[src/rtl/uart_pkg.sv]
// Shared types and helpers for the UART transmit arbiter: FSM state encoding
// and the round-robin pick function used by uart_rr_arbiter.
package uart_pkg;

    localparam int UART_MAX_REQ       = 8;
    localparam int UART_MAX_DATA_BITS = 8;

    typedef enum logic [2:0] {
        IDLE,
        SYNC,
        START,
        DATA,
        PARITY,
        STOP
    } uart_state_t;

    typedef struct packed {
        logic       found;
        logic [2:0] idx;
    } rr_pick_t;

    // Lowest cyclic offset from ptr wins; scanning offsets downward lets it overwrite.
    function automatic rr_pick_t rr_pick(input logic [UART_MAX_REQ-1:0] valid,
                                         input logic [2:0]              ptr,
                                         input int                      num_req);
        rr_pick_t   pick;
        logic [2:0] k;
        pick = '0;
        for (int off = UART_MAX_REQ - 1; off >= 0; off--) begin
            if (off < num_req) begin
                k = 3'((int'(ptr) + off) % num_req);
                if (valid[k]) begin
                    pick.found = 1'b1;
                    pick.idx   = k;
                end
            end
        end
        return pick;
    endfunction

endpackage

[src/rtl/uart_rr_arbiter.sv]
// Combinational round-robin arbiter: request vector plus priority pointer in,
// one-hot grant and granted index out. The pointer register lives in the parent.
module uart_rr_arbiter
    import uart_pkg::*;
#(
    parameter int NUM_REQ = 4,
    parameter int ID_W    = 2
) (
    input  logic [NUM_REQ-1:0] i_valid,
    input  logic [ID_W-1:0]    i_ptr,
    output logic [NUM_REQ-1:0] o_grant,
    output logic [ID_W-1:0]    o_idx,
    output logic               o_any
);

    rr_pick_t w_pick;

    always_comb begin
        w_pick = rr_pick(UART_MAX_REQ'(i_valid), 3'(i_ptr), NUM_REQ);
    end

    assign o_any   = w_pick.found;
    assign o_idx   = ID_W'(w_pick.idx);
    assign o_grant = w_pick.found ? (NUM_REQ'(1) << w_pick.idx) : '0;

endmodule

[src/rtl/uart_tx_arbiter.sv]
// Round-robin, message-locking arbiter that serializes requester bytes onto one UART tx line.
// Optional even-parity bit when UART_TX_ARB_PARITY_EN is defined.
module uart_tx_arbiter
    import uart_pkg::*;
#(
    parameter  int NUM_REQ   = 4,
    parameter  int DATA_BITS = 8,
    parameter  int STOP_BITS = 1,
    localparam int ID_W      = (NUM_REQ > 1) ? $clog2(NUM_REQ) : 1
) (
    input  logic                         system_clk,
    input  logic                         reset,
    input  logic                         txclk_en,
    input  logic [NUM_REQ-1:0]           req_valid,
    input  logic [NUM_REQ*DATA_BITS-1:0] req_data,
    input  logic [NUM_REQ-1:0]           req_last,
    output logic [NUM_REQ-1:0]           req_ready,
    output logic [ID_W-1:0]              grant_id,
    output logic                         busy,
    output logic                         txd
);

    uart_state_t          r_state, w_state_next;
    logic [2:0]           r_bit_cnt, w_cnt_next;
    logic [ID_W-1:0]      r_ptr, r_grant_id, w_idx, w_ptr_next;
    logic                 r_lock, r_txclk_en_q;
    logic                 w_tick, w_any, w_accept, w_txd;
    logic [NUM_REQ-1:0]   w_cand_valid, w_grant, w_owner_mask;
    logic [DATA_BITS-1:0] r_shift, w_sel_data;
`ifdef UART_TX_ARB_PARITY_EN
    logic                 r_parity;
`endif

    // Each edge of the baud toggle marks one bit period.
    assign w_tick       = txclk_en ^ r_txclk_en_q;
    assign w_owner_mask = NUM_REQ'(1) << r_grant_id;
    assign w_cand_valid = r_lock ? (req_valid & w_owner_mask) : req_valid;

    uart_rr_arbiter #(
        .NUM_REQ (NUM_REQ),
        .ID_W    (ID_W)
    ) u_rr_arbiter (
        .i_valid (w_cand_valid),
        .i_ptr   (r_ptr),
        .o_grant (w_grant),
        .o_idx   (w_idx),
        .o_any   (w_any)
    );

    assign w_accept   = reset && (r_state == IDLE) && w_any;
    assign w_sel_data = req_data[w_idx*DATA_BITS +: DATA_BITS];
    assign w_ptr_next = (w_idx == ID_W'(NUM_REQ - 1)) ? '0 : ID_W'(w_idx + 1'b1);

    // NOTE: every signal gets a default before the case so no path leaves it unassigned (no latch).
    always_comb begin
        w_state_next = r_state;
        w_cnt_next   = r_bit_cnt;
        w_txd        = 1'b1;
        case (r_state)
            IDLE: begin
                if (w_accept) begin
                    w_state_next = SYNC;
                    w_cnt_next   = '0;
                end
            end
            SYNC: begin
                if (w_tick) w_state_next = START;
            end
            START: begin
                w_txd = 1'b0;
                if (w_tick) begin
                    w_state_next = DATA;
                    w_cnt_next   = '0;
                end
            end
            DATA: begin
                w_txd = r_shift[0];
                if (w_tick) begin
                    if (r_bit_cnt == 3'(DATA_BITS - 1)) begin
`ifdef UART_TX_ARB_PARITY_EN
                        w_state_next = PARITY;
`else
                        w_state_next = STOP;
`endif
                        w_cnt_next   = '0;
                    end else begin
                        w_cnt_next = r_bit_cnt + 3'd1;
                    end
                end
            end
`ifdef UART_TX_ARB_PARITY_EN
            PARITY: begin
                w_txd = r_parity;
                if (w_tick) begin
                    w_state_next = STOP;
                    w_cnt_next   = '0;
                end
            end
`endif
            STOP: begin
                // The final stop period is completed by SYNC, so back-to-back frames need no idle bit.
                if (r_bit_cnt == 3'(STOP_BITS - 1)) begin
                    w_state_next = IDLE;
                    w_cnt_next   = '0;
                end else if (w_tick) begin
                    w_cnt_next = r_bit_cnt + 3'd1;
                end
            end
            default: w_state_next = IDLE;
        endcase
    end

    always_ff @(posedge system_clk) begin
        r_txclk_en_q <= txclk_en;
    end

    // NOTE: sequential state uses non-blocking assignments so all registers update from pre-edge values.
    always_ff @(posedge system_clk) begin
        if (!reset) begin
            r_state    <= IDLE;
            r_bit_cnt  <= '0;
            r_ptr      <= '0;
            r_lock     <= 1'b0;
            r_grant_id <= '0;
        end else begin
            r_state   <= w_state_next;
            r_bit_cnt <= w_cnt_next;
            if (w_accept) begin
                r_grant_id <= w_idx;
                r_ptr      <= w_ptr_next;
                r_lock     <= ~req_last[w_idx];
            end
        end
    end

    // NOTE: datapath registers carry no reset; they are always loaded before the FSM reads them.
    always_ff @(posedge system_clk) begin
        if (w_accept) begin
            r_shift <= w_sel_data;
        end else if ((r_state == DATA) && w_tick) begin
            r_shift <= r_shift >> 1;
        end
    end

`ifdef UART_TX_ARB_PARITY_EN
    always_ff @(posedge system_clk) begin
        if (w_accept) r_parity <= ^w_sel_data;
    end
`endif

    assign req_ready = w_accept ? w_grant : '0;
    assign grant_id  = r_grant_id;
    assign busy      = (r_state != IDLE) || r_lock;
    assign txd       = w_txd;

endmodule

[config.mk]
export PLATFORM = sky130hd
export DESIGN_NAME = uart_tx_arbiter
export DESIGN_NICKNAME = d
export VERILOG_FILES = /design/src/rtl/uart_pkg.sv /design/src/rtl/uart_rr_arbiter.sv /design/src/rtl/uart_tx_arbiter.sv
export SDC_FILE = /design/constraint.sdc
export NUM_CORES = 1
export LEC_CHECK = 0
export ABC_CLOCK_PERIOD_IN_PS = 9200
export CORE_MARGIN = 2
export CORE_UTILIZATION = 45
export CTS_CLUSTER_DIAMETER = 40
export DETAILED_ROUTE_END_ITERATION = 16
export GPL_ROUTABILITY_DRIVEN = 0
export PLACE_DENSITY = 0.85
export REMOVE_ABC_BUFFERS = 1
export SYNTH_ARGS = -nofsm -noshare
export SYNTH_HDL_FRONTEND = slang
export SYNTH_SLANG_ARGS = --single-unit
[constraint.sdc]
create_clock -name system_clk -period 9.2 [get_ports system_clk]
set_input_delay 2.3 -clock system_clk [delete_from_list [all_inputs] [get_ports system_clk]]
set_output_delay 2.3 -clock system_clk [all_outputs]
set_load 0.02 [all_outputs]
==> results.md, run 1 <==
* Run status: complete, no violations
* Terminus of the critical flop-to-flop path: r_shift[2]$_DFFE_PP_
* Combinational power share at 61.0%
* Initial DRC Count at 75
* First-pass iteration count of the detailed router at 4
* # DRC at 0
* Remaining number of nets flagged by the antenna check after routing at 0
* Final cell area excluding filler cells at 2315 sq um
* All-layer global routing usage at a little under a fifth
* Clock-pin slew on the worst setup and hold paths at approximately 70 ps
* Final Cycle Share at between 80% and 90%
* Pre-CTS WS at 1571 ps
* Hold path startpoint: r_bit_cnt[0]$_SDFFE_PN0P_
* Quantity of hold-fixing buffers added after cts at 0
* Class of the most critical hold timing path: reg2reg
* Power dissipated by switching net loads at 0.2503 mW
* Yosys top cell by area: sky130_fd_sc_hd__dfxtp_1
* # clock sinks at 20
* Number of antenna violations at the first check in global routing at 0
* Min Tclk post-route at 7619 ps
* Unique masters post-synth at 52
* Number of endpoints failing setup at the final stage at 0
* Wire length per cell at 13.90 microns
* Startpoint kind of the worst setup timing path: input pin
* Most common cell after layout, fill and taps aside: sky130_fd_sc_hd__clkdlybuf4s50_1
* Post-DR vias/cell at between 5 and 6
* Drt total wl at 4.003 mm
* Sequential share of power at a little over a quarter
* Origin of the critical flop-to-flop path: grant_id[0]$_SDFFE_PN0P_
* Count of final max-slew check failures at 0
* Overall die area at around 4500 sq um
* Share of post-route cells with drive strength above 1 at 12.92%
* Worst-Skew Late Latency at between 200 and 300 ps
* Instance area after placement at 2260 sq um
* Post_cts resized at 0
* Internal at 0.3288 mW
* Endpoint type of the worst setup path: output pin
* Area added between synthesis and finish at 29.10%
* Relative slew margins at between 40 and 50%
* Yosys top cell area share at 13.40%
* H-tree levels at 1
* Diode count at 0
* Height of the die at roughly 67 microns
* RSZ-0062 raised after global routing: false
* Post-CTS Setup Inserts at 0
* Start point of the critical path: req_valid[0]
* Final Skew at 0.8329 ps
* Largest net degree at the start of global routing at 22
* Switching power as a share of total power at a little over two fifths
* Count of flip-flops with a built-in enable after synthesis at 8
* Crit path top cell by count: sky130_fd_sc_hd__clkdlybuf4s50_1
* Overflow left after global routing at 0
* CORE AREA at between 3000 and 4000 sq um
* Pleak at about 0.9 nW
* Synth warn at 0
* Met2 usage in global routing at roughly a third
* Global-route wire length before repair at 6.651 mm
* Vias in the first global route at approximately 1500
* Standard cell with the maximum stage delay on the critical path: sky130_fd_sc_hd__clkdlybuf4s50_1
* Synthesized instance count at 201
* Clock root cell: sky130_fd_sc_hd__clkbuf_8
* Slack of the worst reg-to-reg path at 6020 ps
* Endpoint required time on the critical path at about 7000 ps
* Horiz. Die Dim at 67.12 microns
* Number of buffers between clock root and the deepest sink at 2
* Arrival time at the worst endpoint at 5320 ps
* Worst slew pin tran at 842.2 ps
* Top_reg_cell synth: sky130_fd_sc_hd__dfxtp_1
* Effective utilization at floorplan at 47.89%
* Combinational family with the most area after synthesis: simple AND/OR/NAND/NOR gates
* Synth Area in Compound Gates at about a fifth
* WS Path Type: in2out
* Async S/R FF share, synth at 0%
* Areal power density over the cells at 250.2 nW/um^2
* GRT busiest layer: met2
* Multiplexer fraction of the synthesized cell area at roughly a tenth
* Num ports at 51
* Floorplan row count at 22
* Summed instance area of the synthesized netlist at 1793 sq um
* Cells traversed along the worst timing path: clkdlybuf4s50_1 > or4b_4 > o221ai_1 > nor2_2 > a311o_1 > nor3_4 > inv_1 > ha_1 > and2_1 > clkdlybuf4s50_1
* Post-synthesis area per instance at 8.920 sq um
* Multi-input logic area at 1189 sq um
* Total of flip-flops plus latches after synthesis at 20
* Overall via count from detail_route at ~1600
* GR met1 Demand/Resource at 25.26%
* Synth top area cells: sky130_fd_sc_hd__dfxtp_1, sky130_fd_sc_hd__edfxtp_1, sky130_fd_sc_hd__ha_1
* Register cell area after layout at 480.5 sq um
* Sequential share of the synthesized area at 26.80%
* Count of final hold-check violations at 0
* Peak supply drop at 108.4 uV
* Met3 usage at around 1.9%
* Synth Area in Simple Gates at 31.47%
* # nets final at between 200 and 300
* Post-synthesis share of cell area spent on xor and xnor gates at 0.4885%
* Top fanout value on the critical path at 13
* Worst Setup Slack, final at 1581 ps
* Number of I/O port buffers at 50
* Highest-count cells in the layout ignoring fill and taps: sky130_fd_sc_hd__clkdlybuf4s50_1, sky130_fd_sc_hd__nor2_1, sky130_fd_sc_hd__nand2_1
* Length in cells of the worst reg-to-reg path at 6
* Setup total negative slack at 0 ps
* Utilization after layout at roughly three fifths
* Filler Cell Count at roughly 320
* Max capacitance violation total at 0
* CTS tree: yes
* Largest stage delay on the critical path at 530 ps
* Post-detailed-placement half-perimeter wirelength at 3.074 mm
* Total clock buffers created by CTS at 3
* Post-layout power at 0.5791 mW
* Highest attainable clock frequency at around 0.13 GHz
* Fraction of power consumed by the clock network at 11.6%
* Fraction of the mapped netlist area in adder cells at 4.885%
* CP endpoint: req_ready[2]
[worst min-delay path by stage]
stage	slack, ps	to	cells past startpoint
6_report	500	r_bit_cnt[0]$_SDFFE_PN0P_	2
3_5_place_dp	490	r_bit_cnt[0]$_SDFFE_PN0P_	2
5_1_grt	530	r_bit_cnt[0]$_SDFFE_PN0P_	2
4_1_cts	500	r_bit_cnt[0]$_SDFFE_PN0P_	2
2_1_floorplan	460	r_bit_cnt[0]$_SDFFE_PN0P_	2
3_3_place_gp	470	r_bit_cnt[0]$_SDFFE_PN0P_	2
[synth_stat cells (6+ instances only)]
master / count
sky130_fd_sc_hd__mux2_1: 6
sky130_fd_sc_hd__dfxtp_1: 12
sky130_fd_sc_hd__nor3_2: 6
sky130_fd_sc_hd__o32ai_1: 7
sky130_fd_sc_hd__clkbuf_1: 7
sky130_fd_sc_hd__mux2i_1: 8
sky130_fd_sc_hd__nand2_1: 18
sky130_fd_sc_hd__a21oi_1: 6
sky130_fd_sc_hd__nor2_1: 21
sky130_fd_sc_hd__ha_1: 7
sky130_fd_sc_hd__o21ai_0: 6
sky130_fd_sc_hd__edfxtp_1: 8
[layout make-up]
class	instances	share of cell area [%]
multi-input combinational	159	51.35
timing repair buffer	51	21.95
sequential	20	20.76
tap	48	2.595
clock buffer	4	2.378
inverter	6	0.9730
[state kept, by name (all words and copies together) (netlist names)]
name / cells
r_ptr: 2
r_state: 3
r_txclk_en_q: 1
r_lock: 1
r_bit_cnt: 3
r_shift: 8
grant_id: 2
[power groups by stage]
stage	clock network, mW	registers, mW	logic (mW)
floorplan	0	0.155	0.253
global placement	0	0.158	0.344
detailed placement	0	0.160	0.354
CTS	0.0685	0.158	0.356
global route	0.0730	0.163	0.389
finish	0.0672	0.159	0.353
[routing by layer]
layer / part of all wire [%] / vias to the layer above
li1: - / 809
met1: 45 / 747
met2: 49 / 52
met3: 3.9 / 7
met4: 1.8 / 0
met5: 0 / -
[worst max-delay path: cells and delay by family]
family / cells / cell delay (ps)
buffers and inverters: 3 / 1180
AND/OR/NAND/NOR: 4 / 1150
AO/OA/AOI/OAI: 2 / 470
adder cells (fa/ha/maj): 1 / 220
[metrics by stage]
stage / std cells / hold WS [ps]
floorplan: 185 / 461.0
global placement: 284 / 475.0
detailed placement: 284 / 490.1
CTS: 288 / 501.2
global route: 288 / 533.3
finish: 288 / 498.1
[logic make-up (layout without fill, tap and decap cells)]
group / count (synthesis) / count (layout)
mux: 16 / 16
buf+inv: 22 / 61
xor+xnor: 1 / 1
simple gates: 91 / 91
flops: 20 / 20
compound gates: 44 / 44
fa+ha+maj: 7 / 7
Power figures use the tool's default switching activity.
==> inputs of run 2 (changes only) <==
ABC_CLOCK_PERIOD_IN_PS = 7700   (was 9200)
clock period = 7.7 ns   (was 9.2 ns; I/O delays follow)
==> results.md, run 2 (synthesis results as in run 1) <==
* Run status: complete, no violations
* Routed wire length on met2 at 2.018 mm (+2.4%)
* Combinational power share at 59.5% (-1.5 points)
* All-layer global routing usage at 19.58% (+0.59 points)
* Clock-pin slew on the worst setup and hold paths at 90 ps (+20 ps)
* Count of final max-slew check failures at 0 (unchanged)
* Height of the die at 67.12 microns (unchanged)
* RSZ-0062 raised after global routing: false
* Min Tclk post-route at just under 7000 ps
* Origin of the critical flop-to-flop path: r_ptr[0]$_SDFFE_PN0P_
* Register with the most flip-flops: r_shift
* Share of post-route cells with drive strength above 1 at 13.28% (+0.36 points)
* # nets final at 292 (+0.34%)
* Hold path startpoint: r_bit_cnt[0]$_SDFFE_PN0P_
* Count of final hold-check violations at 0 (unchanged)
* Effective utilization at floorplan at 47.89% (unchanged)
* WS Path Type: in2out
* Overall via count from detail_route at 1588 (-1.7%)
* Standard cell with the maximum stage delay on the critical path: sky130_fd_sc_hd__clkdlybuf4s50_1
* Number of antenna violations at the first check in global routing at 0 (unchanged)
* # clock sinks at 20 (unchanged)
* Startpoint kind of the worst setup timing path: input pin
* Post-CTS Setup Inserts at 0 (unchanged)
* H-tree levels at 1 (unchanged)
* Post-layout power at 0.7076 mW (+22%)
* Worst slew pin tran at 885.6 ps (+43.41 ps)
* Post-DR vias/cell at 5.495 (-2.0%)
* Length in cells of the worst reg-to-reg path at 8 (+2)
* Final cell area excluding filler cells at 2333 sq um (+0.81%)
* Quantity of hold-fixing buffers added after cts at 0 (unchanged)
* Filler Cell Count at 335 (+3.7%)
* Worst hold stages at 2 (unchanged)
* Switching power as a share of total power at 42.73% (-0.48 points)
* Horiz. Die Dim at 67.12 microns (unchanged)
* Hold Slack at 492.3 ps (-5.775 ps)
* Max capacitance violation total at 0 (unchanged)
* Floorplan row count at 22 (unchanged)
* Terminus of the critical flop-to-flop path: r_shift[0]$_DFFE_PP_
* Class of the most critical hold timing path: reg2reg
* Largest net degree at the start of global routing at 22 (unchanged)
* Global-route wire length before repair at 6.762 mm (+1.7%)
* Areal power density over the cells at 303.2 nW/um^2 (+21%)
* Drt total wl at 4.139 mm (+3.4%)
* Endpoint required time on the critical path at 5780 ps (-1120 ps)
* Number of placed instances, taps included at 285 (+0.35%)
* Power dissipated by switching net loads at 0.3024 mW (+21%)
* Worst-Skew Late Latency at 270 ps (about the same)
* Largest registers in the final layout: r_shift (8), r_bit_cnt (3), r_state (3)
* First-pass iteration count of the detailed router at 4 (unchanged)
* Total clock buffers created by CTS at 3 (unchanged)
* Relative slew margins at 40.96% (-2.9 points)
* Final Cycle Share at roughly nine tenths
* Post-detailed-placement half-perimeter wirelength at 3.060 mm (-0.47%)
* Fraction of power consumed by the clock network at 13.5% (+1.9 points)
* Top fanout value on the critical path at 13 (unchanged)
* Num ports at 51 (unchanged)
* Crit path top cell by count: sky130_fd_sc_hd__clkdlybuf4s50_1
* Peak supply drop at 141.6 uV (+31%)
* Post-layout instance count excluding filler cells at 289 (+0.35%)
* Sequential share of power at 27.0% (-0.4 points)
* Remaining number of nets flagged by the antenna check after routing at 0 (unchanged)
* Pleak at 0.8922 nW (+1.2%)
* Flip-flop count of the largest register, all copies and words added at 8 (unchanged)
* Number of buffers between clock root and the deepest sink at 2 (unchanged)
* Overall die area at 4505 sq um (unchanged)
* Endpoint type of the worst setup path: output pin
* Max Used Layer: met4
* Worst Setup Slack, final at 819.3 ps (-761.7 ps)
* Arrival time at the worst endpoint at 4960 ps (-360 ps)
* # DRC at 0 (unchanged)
* CTS tree: yes
* Detailed-routed wire length on met3 at 181 microns (+16%)
* Met1 Wirelength at 1.853 mm (+2.8%)
* Internal at 0.4052 mW (+23%)
* Diode count at 0 (unchanged)
* Post_cts resized at 0 (unchanged)
* Vias in the first global route at 1496 (+0.67%)
* Crit path buf inv count at 3 (unchanged)
* Area added between synthesis and finish at 30.15%
* Utilization after layout at 62.33% (+0.50 points)
* Cell type group with the largest total delay on the critical path: buffers and inverters
* Largest stage delay on the critical path at 530 ps (about the same)
* Cells traversed along the worst timing path: clkdlybuf4s50_1 > or4b_4 > o221ai_1 > nor2_2 > a311o_1 > nor3_4 > inv_1 > ha_1 > and2_1 > clkdlybuf4s50_1
* Final Skew at 9.901 ps (+9.068 ps)
* Initial DRC Count at 116 (+55%)
* Overflow left after global routing at 0 (unchanged)
* Clock root cell: sky130_fd_sc_hd__clkbuf_8
* Setup total negative slack at 0 ps (unchanged)
* Highest attainable clock frequency at about 0.15 GHz
* Slack of the worst reg-to-reg path at 4640 ps (-1380 ps)
* Highest-count cells in the layout ignoring fill and taps: sky130_fd_sc_hd__clkdlybuf4s50_1, sky130_fd_sc_hd__nor2_1, sky130_fd_sc_hd__nand2_1
* Number of endpoints failing setup at the final stage at 0 (unchanged)
* CORE AREA at 3744 sq um (unchanged)
* Pre-CTS WS at 830.5 ps (-740.6 ps)
* Wire length per cell at 14.32 microns (+3.0%)
* Most common cell after layout, fill and taps aside: sky130_fd_sc_hd__clkdlybuf4s50_1
* Instance area after placement at 2267 sq um (+0.33%)
* Hold Path End: r_bit_cnt[0]$_SDFFE_PN0P_
* Number of I/O port buffers at 50 (unchanged)
[run 2: worst max-delay path by stage]
stage                             from      endpoint  slack (ps)  depth (start not counted)
final                     req_valid[0]  req_ready[2]         820                         10
after global placement    req_valid[0]  req_ready[0]         880                         10
after floorplan           req_valid[0]  req_ready[0]        1770                          8
after CTS                 req_valid[0]  req_ready[2]         810                         10
after detailed placement  req_valid[0]  req_ready[2]         830                         10
after global routing      req_valid[0]  req_ready[2]         610                         10
[run 2: metal layers]
layer	track usage, %	up-vias
met1	24.20	735
met3	3.041	8
li1	-	807
met5	0	-
met4	7.653	0
met2	33.91	38
[run 2: power by group through the flow]
stage / clock network [mW] / logic (mW) / registers (mW)
3_3_place_gp: 0 / 0.413 / 0.189
2_1_floorplan: 0 / 0.303 / 0.185
4_1_cts: 0.0948 / 0.426 / 0.190
5_1_grt: 0.101 / 0.463 / 0.196
6_report: 0.0955 / 0.421 / 0.191
3_5_place_dp: 0 / 0.422 / 0.192
[run 2: worst register-to-register path: stages, from the launching register on]
cell                      delay [ps]
sky130_fd_sc_hd__dfxtp_1         640
sky130_fd_sc_hd__mux2i_1         180
sky130_fd_sc_hd__o211a_1         270
sky130_fd_sc_hd__and2_1          140
sky130_fd_sc_hd__a311o_1         360
sky130_fd_sc_hd__nor3_4          490
sky130_fd_sc_hd__buf_4           300
sky130_fd_sc_hd__mux2_2          350
sky130_fd_sc_hd__nor3_1          180
[run 2: layout make-up]
cell class / instances / area [sq um] / share of cell area [%]
Clock buffer: 4 / 66.31 / 2.842
Timing Repair Buffer: 52 / 515.5 / 22.09
Inverter: 6 / 22.52 / 0.9651
Tap cell: 48 / 60.06 / 2.574
Sequential cell: 20 / 480.5 / 20.59
Multi-Input combinational cell: 159 / 1189 / 50.94
==> inputs of run 3 (changes only) <==
SLEW_MARGIN = 15   (was default)
==> results of run 3 <==
Final layout, timing and power as in run 2 (identical DEF).
